<file path="src/rtl/alu_pkg.sv">
// Shared definitions for the sequential ALU: opcodes, FSM states and a width helper.
package alu_pkg;

    localparam logic [3:0] OP_AND  = 4'b0000;
    localparam logic [3:0] OP_NOR  = 4'b0001;
    localparam logic [3:0] OP_OR   = 4'b0010;
    localparam logic [3:0] OP_ADD  = 4'b0011;
    localparam logic [3:0] OP_SUB  = 4'b0100;
    localparam logic [3:0] OP_SLT  = 4'b0101;
    localparam logic [3:0] OP_SLL  = 4'b0110;
    localparam logic [3:0] OP_SRL  = 4'b0111;
    localparam logic [3:0] OP_MULU = 4'b1000;
    localparam logic [3:0] OP_DIVU = 4'b1001;

    typedef enum logic [1:0] {
        ST_IDLE,
        ST_ITER,
        ST_DONE
    } state_t;

    // Number of bits needed to index a power-of-two width.
    function automatic int log2_width(input int w);
        int r;
        r = 0;
        for (int i = 0; i < 31; i++) begin
            if ((1 << i) < w) r = i + 1;
        end
        return r;
    endfunction

endpackage

</file>
<file path="src/rtl/seq_muldiv.sv">
// Iterative unsigned multiply (shift-add) and restoring divide, one step per cycle.
module seq_muldiv
    import alu_pkg::*;
#(
    parameter int WIDTH = 32
) (
    input  logic             clk,
    input  logic             reset,
    input  logic             i_start,
    input  logic             i_div,
    input  logic [WIDTH-1:0] i_a,
    input  logic [WIDTH-1:0] i_b,
    input  logic             i_step,
    output logic             o_last,
    output logic             o_div_zero,
    output logic [WIDTH-1:0] o_lo_next,
    output logic [WIDTH-1:0] o_hi_next
);
    localparam int CW = log2_width(WIDTH);

    logic               r_div;
    logic               r_div_zero;
    logic [2*WIDTH-1:0] r_acc;
    logic [WIDTH-1:0]   r_b;
    logic [CW-1:0]      r_cnt;

    logic [WIDTH:0]     w_sum;
    logic [2*WIDTH:0]   w_sh;
    logic [WIDTH:0]     w_top;
    logic               w_ge;
    logic [WIDTH-1:0]   w_diff;
    logic [2*WIDTH-1:0] w_acc_next;

    // Multiply: acc = {partial high, multiplier}; add on LSB then shift right.
    assign w_sum  = r_acc[0] ? ({1'b0, r_acc[2*WIDTH-1:WIDTH]} + {1'b0, r_b})
                             : {1'b0, r_acc[2*WIDTH-1:WIDTH]};
    // Divide: acc = {remainder, dividend/quotient}; shift left, trial subtract.
    assign w_sh   = {r_acc, 1'b0};
    assign w_top  = w_sh[2*WIDTH:WIDTH];
    assign w_ge   = (w_top >= {1'b0, r_b});
    assign w_diff = w_top[WIDTH-1:0] - r_b;

    always_comb begin
        w_acc_next = r_acc;
        if (r_div) begin
            if (w_ge) w_acc_next = {w_diff, w_sh[WIDTH-1:1], 1'b1};
            else      w_acc_next = w_sh[2*WIDTH-1:0];
        end else begin
            w_acc_next = {w_sum, r_acc[WIDTH-1:1]};
        end
    end

    always_ff @(posedge clk) begin
        if (!reset) begin
            r_div      <= 1'b0;
            r_div_zero <= 1'b0;
            r_acc      <= '0;
            r_b        <= '0;
            r_cnt      <= '0;
        end else if (i_start) begin
            r_div      <= i_div;
            r_div_zero <= i_div && (i_b == '0);
            r_acc      <= {{WIDTH{1'b0}}, i_a};
            r_b        <= i_b;
            r_cnt      <= '0;
        end else if (i_step) begin
            r_acc <= w_acc_next;
            r_cnt <= r_cnt + 1'b1;
        end
    end

    assign o_last     = (r_cnt == CW'(WIDTH - 1));
    assign o_div_zero = r_div_zero;
    assign o_lo_next  = w_acc_next[WIDTH-1:0];
    assign o_hi_next  = w_acc_next[2*WIDTH-1:WIDTH];

endmodule

</file>
<file path="src/rtl/seq_alu.sv">
// Multi-cycle ALU: single-cycle logic/arith/shift ops plus iterative MULU/DIVU,
// with a start/done handshake and fully registered results.
module seq_alu
    import alu_pkg::*;
#(
    parameter int WIDTH = 32
) (
    input  logic             clk,
    input  logic             reset,
    input  logic             start_i,
    input  logic [3:0]       alu_operation_i,
    input  logic [WIDTH-1:0] a_i,
    input  logic [WIDTH-1:0] b_i,
    output logic             busy_o,
    output logic             done_o,
    output logic [WIDTH-1:0] alu_data_o,
    output logic [WIDTH-1:0] hi_data_o,
    output logic             zero_o,
    output logic             overflow_o,
    output logic             div_zero_o
);
    localparam int SHW = log2_width(WIDTH);

    state_t           r_state;
    logic             r_done;
    logic [WIDTH-1:0] r_lo;
    logic [WIDTH-1:0] r_hi;
    logic             r_zero;
    logic             r_ovf;
    logic             r_dz;

    logic             w_iter_op;
    logic [WIDTH-1:0] w_sum;
    logic [WIDTH-1:0] w_diff;
    logic [SHW-1:0]   w_shamt;
    logic [WIDTH-1:0] w_res;
    logic             w_ovf;
    logic             w_defined;
    logic             w_last;
    logic             w_md_dz;
    logic [WIDTH-1:0] w_md_lo;
    logic [WIDTH-1:0] w_md_hi;

    assign w_iter_op = (alu_operation_i == OP_MULU) || (alu_operation_i == OP_DIVU);
    assign w_sum     = a_i + b_i;
    assign w_diff    = a_i - b_i;
    assign w_shamt   = b_i[SHW-1:0];

    always_comb begin
        w_res     = '0;
        w_ovf     = 1'b0;
        w_defined = 1'b1;
        case (alu_operation_i)
            OP_AND: w_res = a_i & b_i;
            OP_NOR: w_res = ~(a_i | b_i);
            OP_OR:  w_res = a_i | b_i;
            OP_ADD: begin
                w_res = w_sum;
                w_ovf = (a_i[WIDTH-1] == b_i[WIDTH-1]) && (w_sum[WIDTH-1] != a_i[WIDTH-1]);
            end
            OP_SUB: begin
                w_res = w_diff;
                w_ovf = (a_i[WIDTH-1] != b_i[WIDTH-1]) && (w_diff[WIDTH-1] != a_i[WIDTH-1]);
            end
            OP_SLT: w_res = {{(WIDTH-1){1'b0}}, ($signed(a_i) < $signed(b_i))};
            OP_SLL: w_res = a_i << w_shamt;
            OP_SRL: w_res = a_i >> w_shamt;
            default: w_defined = 1'b0;
        endcase
    end

    seq_muldiv #(.WIDTH(WIDTH)) u_muldiv (
        .clk        (clk),
        .reset      (reset),
        .i_start    (start_i && (r_state != ST_ITER) && w_iter_op),
        .i_div      (alu_operation_i == OP_DIVU),
        .i_a        (a_i),
        .i_b        (b_i),
        .i_step     (r_state == ST_ITER),
        .o_last     (w_last),
        .o_div_zero (w_md_dz),
        .o_lo_next  (w_md_lo),
        .o_hi_next  (w_md_hi)
    );

    // zero is registered with the result so every output reads 0 out of reset;
    // undefined opcodes clear all flags, including zero.
    always_ff @(posedge clk) begin
        if (!reset) begin
            r_state <= ST_IDLE;
            r_done  <= 1'b0;
            r_lo    <= '0;
            r_hi    <= '0;
            r_zero  <= 1'b0;
            r_ovf   <= 1'b0;
            r_dz    <= 1'b0;
        end else begin
            r_done <= 1'b0;
            case (r_state)
                ST_IDLE, ST_DONE: begin
                    if (start_i) begin
                        if (w_iter_op) begin
                            r_state <= ST_ITER;
                        end else begin
                            r_lo    <= w_res;
                            r_hi    <= '0;
                            r_zero  <= w_defined && (w_res == '0);
                            r_ovf   <= w_ovf;
                            r_dz    <= 1'b0;
                            r_done  <= 1'b1;
                            r_state <= ST_DONE;
                        end
                    end else begin
                        r_state <= ST_IDLE;
                    end
                end
                ST_ITER: begin
                    if (w_last) begin
                        r_lo    <= w_md_lo;
                        r_hi    <= w_md_hi;
                        r_zero  <= (w_md_lo == '0);
                        r_ovf   <= 1'b0;
                        r_dz    <= w_md_dz;
                        r_done  <= 1'b1;
                        r_state <= ST_DONE;
                    end
                end
                default: r_state <= ST_IDLE;
            endcase
        end
    end

    assign busy_o     = (r_state == ST_ITER);
    assign done_o     = r_done;
    assign alu_data_o = r_lo;
    assign hi_data_o  = r_hi;
    assign zero_o     = r_zero;
    assign overflow_o = r_ovf;
    assign div_zero_o = r_dz;

endmodule

</file>
<file path="config.mk">
export PLATFORM = sky130hd
export DESIGN_NAME = seq_alu
export DESIGN_NICKNAME = d
export VERILOG_FILES = /design/src/rtl/alu_pkg.sv /design/src/rtl/seq_muldiv.sv /design/src/rtl/seq_alu.sv
export SDC_FILE = /design/constraint.sdc
export NUM_CORES = 1
export LEC_CHECK = 0
export ABC_AREA = 1
export BUFFER_PORTS_ARGS = -buffer_cell sky130_fd_sc_hd__clkbuf_2
export CAP_MARGIN = 5
export CORE_MARGIN = 2
export CORE_UTILIZATION = 50
export CTS_BUF_LIST = sky130_fd_sc_hd__clkbuf_8 sky130_fd_sc_hd__clkbuf_16
export DETAILED_ROUTE_END_ITERATION = 8
export PLACE_DENSITY = 0.66
export SKIP_LAST_GASP = 1
export SYNTH_ARGS = -nofsm -noshare
export SYNTH_HDL_FRONTEND = slang
export SYNTH_HIERARCHICAL = 1
export SYNTH_SLANG_ARGS = --single-unit
</file>
<file path="constraint.sdc">
create_clock -name clk -period 5.1 [get_ports clk]
set_clock_uncertainty 0.1 [all_clocks]
set_input_delay 1.53 -clock clk [delete_from_list [all_inputs] [get_ports clk]]
set_output_delay 1.53 -clock clk [all_outputs]
set_load 0.005 [all_outputs]
</file>
# ---- Yosys cells after proc, flatten, opt, wreduce, memory -nomap -nowiden
# Index checks and enable logic that the tools add are counted.
dict set report totals {
  out_inout_bits 69
  ff_bits 173
  elab_cells 100
  in_bits 71
}
dict set report classes {
  n_addsub 5
  reduce_logical 18
  n_shift 2
  eq_ne 20
  bitwise_logic 4
  n_lt_le_gt_ge 2
  n_mux 36
}
# operator n
set ops {}
lappend ops {{$mux W32} 8}
lappend ops {{$pmux W32 S8} 1}
lappend ops {{$mux W64} 2}
lappend ops {{$pmux W32 S2} 2}
lappend ops {{$logic_not A32 Y1} 3}
lappend ops {{$sub A32 B32 Y32} 2}
lappend ops {{$add A32 B32 Y33} 1}
lappend ops {{$ge A33 B32 Y1} 1}
lappend ops {{$mux W33} 1}
lappend ops {{$add A32 B32 Y32} 1}
lappend ops {{$and A32 B32 Y32} 1}
lappend ops {{$lt A32 B32 Y1} 1}
lappend ops {{$not A32 Y32} 1}
lappend ops {{$or A32 B32 Y32} 1}
lappend ops {{$shl A32 B5 Y32} 1}
lappend ops {{$shr A32 B5 Y32} 1}
lappend ops {{$eq A4 B3 Y1 const B} 4}
lappend ops {{$mux W1} 13}
lappend ops {{$pmux W1 S2} 5}
lappend ops {{$eq A4 B2 Y1 const B} 2}
lappend ops {{$eq A4 B4 Y1 const B} 2}
lappend ops {{$reduce_or A8 Y1} 1}
lappend ops {{$logic_and A1 B1 Y1} 6}
lappend ops {{$mux W2} 3}
lappend ops {{17 further kinds} 23}

# ---- Depth between registers and ports, before layout
dict set report depth {
  ltp_word 8
  ltp_mapped 25
  ltp_nobuf 23
}

# ---- By module
# Netlist, hierarchy kept.
# module area_each_um2 cells_each instances seq_area_each_um2
set by_module_without_submodules {}
lappend by_module_without_submodules {seq_alu 12891.1 2470 1 1401.3}
lappend by_module_without_submodules {seq_muldiv 10481.3 1898 1 2062.0}

# ---- Least setup slack after synthesis
# No wires, ideal clock.
dict set report synth_path {
  kind {input port to flip-flop}
  from {input port b_i[2]}
  to {register r_zero (netlist: zero_o)}
  path_stages 22
  setup_time_ps 64
  n_path_buf 3
  arrival_ps 3803
  required_ps 4936
  setup_slack_ps 1133
  path_cell_list {clkbuf_1 inv_2 clkbuf_1 ha_1 buf_4 inv_2 nand2_1 nand2_1 nand3_1 nand2_1 nand2_1 nand2_1 nand3_1 a21oi_1 nor2_1 nor2_1 nand2_1 nor2_1 nand3_1 nor2_1 nor2_1 nor2_1}
}
dict set report synth_between {
  elab_chain_len 8
  elab_cells_between_ends 14
  classes_between {2 x add/sub; 1 x order compare; 2 x shift; 4 x mux; 3 x bitwise; 2 x reduce/logical}
}
# element line_no
set synth_rtl {}
lappend synth_rtl {{start: declaration} seq_alu.sv:13} ;# input logic [WIDTH-1:0] b_i,
lappend synth_rtl {{branches (longest 2 deep; another with $sub A32 B32 Y32)} -}
lappend synth_rtl {{$pmux W32 S8 *} seq_alu.sv:53} ;# case (alu_operation_i)
lappend synth_rtl {{$logic_not A32 Y1 *} seq_alu.sv:107} ;# r_zero <= w_defined && (w_res == '0);
lappend synth_rtl {{$logic_and A1 B1 Y1 *} seq_alu.sv:107}
lappend synth_rtl {{$mux W1 *} seq_alu.sv:102} ;# if (w_iter_op) begin
lappend synth_rtl {{$mux W1 *} seq_alu.sv:101} ;# if (start_i) begin
lappend synth_rtl {{$pmux W1 S2 *} seq_alu.sv:99} ;# case (r_state)
lappend synth_rtl {{end signal: assignment} seq_alu.sv:107}
lappend synth_rtl {{end signal: assignment} seq_alu.sv:121} ;# r_zero <= (w_md_lo == '0);
lappend synth_rtl {{end: declaration} seq_alu.sv:28} ;# logic r_zero;
# Mark *: on every way between the ends. The select of a mux whose other input is x is not followed.
# A chain may end at the register's enable or synchronous reset.

# ---- Worst setup path in the final report
dict set report layout_path {
  from {input port a_i[0]}
  to {register r_zero (netlist: zero_o)}
}
dict set report layout_between {
  elab_chain_len 8
  elab_cells_between_ends 14
  classes_between {2 x add/sub; 1 x order compare; 2 x shift; 4 x mux; 3 x bitwise; 2 x reduce/logical}
}
# element line_no
set layout_rtl {}
lappend layout_rtl {{start: declaration} seq_alu.sv:12} ;# input logic [WIDTH-1:0] a_i,
lappend layout_rtl {{branches (longest 2 deep; another with $sub A32 B32 Y32)} -}
lappend layout_rtl {{$pmux W32 S8 *} seq_alu.sv:53}
lappend layout_rtl {{$logic_not A32 Y1 *} seq_alu.sv:107}
lappend layout_rtl {{$logic_and A1 B1 Y1 *} seq_alu.sv:107}
lappend layout_rtl {{$mux W1 *} seq_alu.sv:102}
lappend layout_rtl {{$mux W1 *} seq_alu.sv:101}
lappend layout_rtl {{$pmux W1 S2 *} seq_alu.sv:99}
# Marks and branches as above.

==> impl_metrics.py <==
metrics = {
    "outcome": {
        "status": "complete, no violations",
    },
    "cells_and_area": {
        "fin_area_um2": 25000,
        "fillers": 5169,
        "area.growth.synth_to_final_pct": 7.14,
        "drive_gt1_share_pct": 7.90,
        "fin_nets": 4658,
        "diodes": 0,
    },
    "yosys": {
        "synth_area_um2": 23400,
        "yosys_warnings": 6,
        "synth_edf_count": 0,
        "postSynthNetCount": 4609,
        "yosys.area.top_type_share_pct": 23.3,
        "ys.flop_type": "dfxtp_1",
        "synth_cell_types": 57,
        "synth-async-reset-ratio_pct": 0,
        "synth_seq_area_share_pct": 14.8,
        "syn_inst": 4368,
        "avgSynthCellArea_um2": 5.35,
        "synth_top_cell_by_area": "nand2_1",
        "synth-seq-cells": 173,
        "synth_top_cells_by_area": "nand2_1, dfxtp_1, nand3_1",
    },
    "clock_tree": {
        "clock_latency_ps": 490,
        "clk_root_buffer_cell": "clkbuf_16",
        "cts_resized": 0,
        "cts_tree": "done",
        "cts-hold-fix-buffers": 0,
        "cts_setup_buffers": 0,
        "htreeDepth": 4,
        "clk_path_buf_depth": 2,
        "cts.reportedPaths.clkPinSlew_ps": 80,
        "cts.sinks": 173,
        "cts_buffers": 17,
    },
    "critical_path": {
        "path_class": "in2reg",
        "cp-start-kind": "input port",
        "cp.arrival_ps": 4810,
        "critPathMaxFanout": 5,
        "worstPathRequired_ps": 5440,
        "cp-end-kind": "flop",
    },
    "die": {
        "die-area_um2": 48500,
        "initial_core_util_pct": 50.4,
        "io_pins": 140,
        "die_x_um": 220,
        "core.rowCount": 79,
        "die_h_um": 220,
        "core_um2": 46400,
    },
    "sta": {
        "rsz0062_at_grt": "false",
        "worst_slew_pin_slew_ps": 931,
        "whs_ps": 360,
        "period_needed_ps": 4480,
        "setup_tns_ps": 0,
        "setup_slack_ps": 624,
        "finalSetupViolCount": 0,
        "timing.fmax_ghz": 0.223,
        "slew_headroom_pct": 37.9,
        "fin_crit_sh_pct": 87.8,
        "hold_viol_final": 0,
        "slew_violations": 0,
    },
    "drt": {
        "drc_errors": 0,
        "initialDrtViolationCount": 3852,
        "viasPerCell": 5.76,
        "routedWlPerCell_um": 21.6,
        "dr_total_vias": 29000,
        "drt_pass1_iterations": 7,
        "antenna_left": 0,
        "routed_wl_mm": 109,
    },
    "place": {
        "gp_congestion": 1.09,
        "io_buffers": 139,
        "dp_hpwl_mm": 88.3,
        "pre_cts_ws_ps": 216,
        "place_area_um2": 24500,
    },
    "global_routing": {
        "grt_overflow": 0,
        "grt_usage_pct": 44.1,
        "grt_first_pass_wirelength_mm": 159,
        "grt_pass1_vias": 26200,
        "grt_max_degree": 69,
        "antenna_found_initial": 1,
    },
    "flow_run": {
        "maxCapViolCount": 0,
    },
    "power": {
        "clockPowerShare_pct": 26.1,
        "pwr-share-seq_pct": 27.0,
        "swShare_pct": 46.5,
        "vdd_drop_max_mv": 0.256,
        "powerDensity_nw_per_um2": 210,
        "intPower_mw": 2.81,
        "pwr-share-comb_pct": 46.9,
        "p_sw_mw": 2.44,
        "p_leak_nw": 13.6,
    },
    "min_path": {
        "hold_class": "reg2reg",
    },
}
-- cells by family (layout without fill, tap and decap cells) --
family	after synthesis	count (layout)	synth area share, %
xor+xnor	30	30	1.12
flops	173	173	14.8
compound gates	498	498	11.7
simple gates	2596	2596	47.6
fa+ha+maj	170	170	9.23
buf+inv	901	962	15.6
-- final timing paths --
check | start | end | slack (ps) | depth (start not counted)
max | a_i[0] | zero_o$_SDFFE_PN0P_ | 620 | 23
min | hi_data_o[31]$_SDFFE_PN0P_ | hi_data_o[31]$_SDFFE_PN0P_ | 360 | 2
max reg2reg | u_muldiv/r_b[23]$_SDFFE_PN0P_ | alu_data_o[0]$_SDFFE_PN0P_ | 1390 | 16
min reg2reg | hi_data_o[31]$_SDFFE_PN0P_ | hi_data_o[31]$_SDFFE_PN0P_ | 360 | 2
-- cells in the final DEF (no fill, tap or decap), types with 6 or more instances in the layout --
cell type and instances:
clkbuf_16 17, o21bai_1 14, nand3b_1 10, clkbuf_2 139
a31oi_1 35, inv_1 698, nand2_1 1450, a22oi_1 7
o21ai_1 8, nor4_1 12, ha_1 166, nand3_2 6
o22ai_1 34, xnor2_1 9, and2_1 16, o21ai_0 132
nand2_2 40, inv_2 24, xor2_1 21, nor2_2 20
nand3_1 634, a21oi_1 236, buf_4 63, nor2_4 9
and3_1 6, o211ai_1 16, nand4_1 44, dfxtp_1 172
nor3_1 30, nor2_1 305
-- state kept, by name, indices dropped and copies added (netlist names) --
| name | cells |
|---|---|
| u_muldiv/r_acc | 64 |
| alu_data_o | 32 |
| hi_data_o | 32 |
| u_muldiv/r_b | 32 |
| u_muldiv/r_cnt | 5 |
| r_state | 2 |
| div_zero_o | 1 |
| done_o | 1 |
| overflow_o | 1 |
| u_muldiv/o_div_zero | 1 |
| u_muldiv/r_div | 1 |
| zero_o | 1 |
-- stage by stage --
stage          cells  total power, mW  util, %
2_1_floorplan   4368             3.08        -
3_3_place_gp    5005             3.82     52.7
3_5_place_dp    5005             3.81     52.7
4_1_cts         5036             5.18     54.0
5_1_grt         5036             5.51     54.0
6_report        5036             5.25     54.0
-- power groups by stage --
stage	combinational (mW)	sequential, mW	clock [mW]
2_1_floorplan	1.64	1.44	0
3_3_place_gp	2.37	1.45	0
3_5_place_dp	2.37	1.45	0
4_1_cts	2.38	1.42	1.39
5_1_grt	2.66	1.42	1.43
6_report	2.46	1.42	1.37
-- synthesized netlist by cell type (12+ instances only) --
| library cell | count |
|---|---|
| nand2_1 | 1450 |
| inv_1 | 700 |
| nand3_1 | 634 |
| nor2_1 | 310 |
| a21oi_1 | 236 |
| dfxtp_1 | 173 |
| ha_1 | 166 |
| o21ai_0 | 132 |
| clkbuf_1 | 79 |
| buf_2 | 48 |
| nand4_1 | 44 |
| nand2_2 | 40 |
| a31oi_1 | 35 |
| o22ai_1 | 34 |
| nor3_1 | 30 |
| inv_2 | 22 |
| xor2_1 | 21 |
| nor2_2 | 19 |
| buf_4 | 17 |
| and2_1 | 16 |
| o211ai_1 | 16 |
| buf_6 | 15 |
| o21bai_1 | 14 |
| nor4_1 | 12 |
-- worst max-delay path, cell delays in order --
cell	delay [ps]
clkbuf_2	260
ha_1	390
inv_1	100
fa_1	390
inv_1	110
nand3_1	100
nand2_1	160
nand2_1	90
nand2_1	90
nand2_1	90
nand2_1	250
nand2_1	120
nand2_1	70
nand2_1	50
nand3_1	60
nand2_1	50
nor2_1	240
nand2_1	140
nor2_1	140
nand3_1	70
nor2_1	170
nor2_1	50
nor2_1	90
-- routing by layer --
metal	GRT usage (%)	vias to the layer above	share of wire, %
li1	-	13900	-
met1	52.9	13000	38
met2	71.0	1615	44
met3	6.89	420	8.7
met4	33.5	2	8.8
met5	0	-	0.013
-- layout make-up --
class                      count  area (µm²)  share of cell area, %
clock buffer                  17         425                   1.70
clock inverter                14         161                  0.645
inverter                     728        2740                   10.9
multi-input combinational   3294       16300                   65.1
sequential                   173        3470                   13.8
tap                          607         759                   3.03
timing repair buffer         203        1190                   4.75
Power figures use the tool's default switching activity.
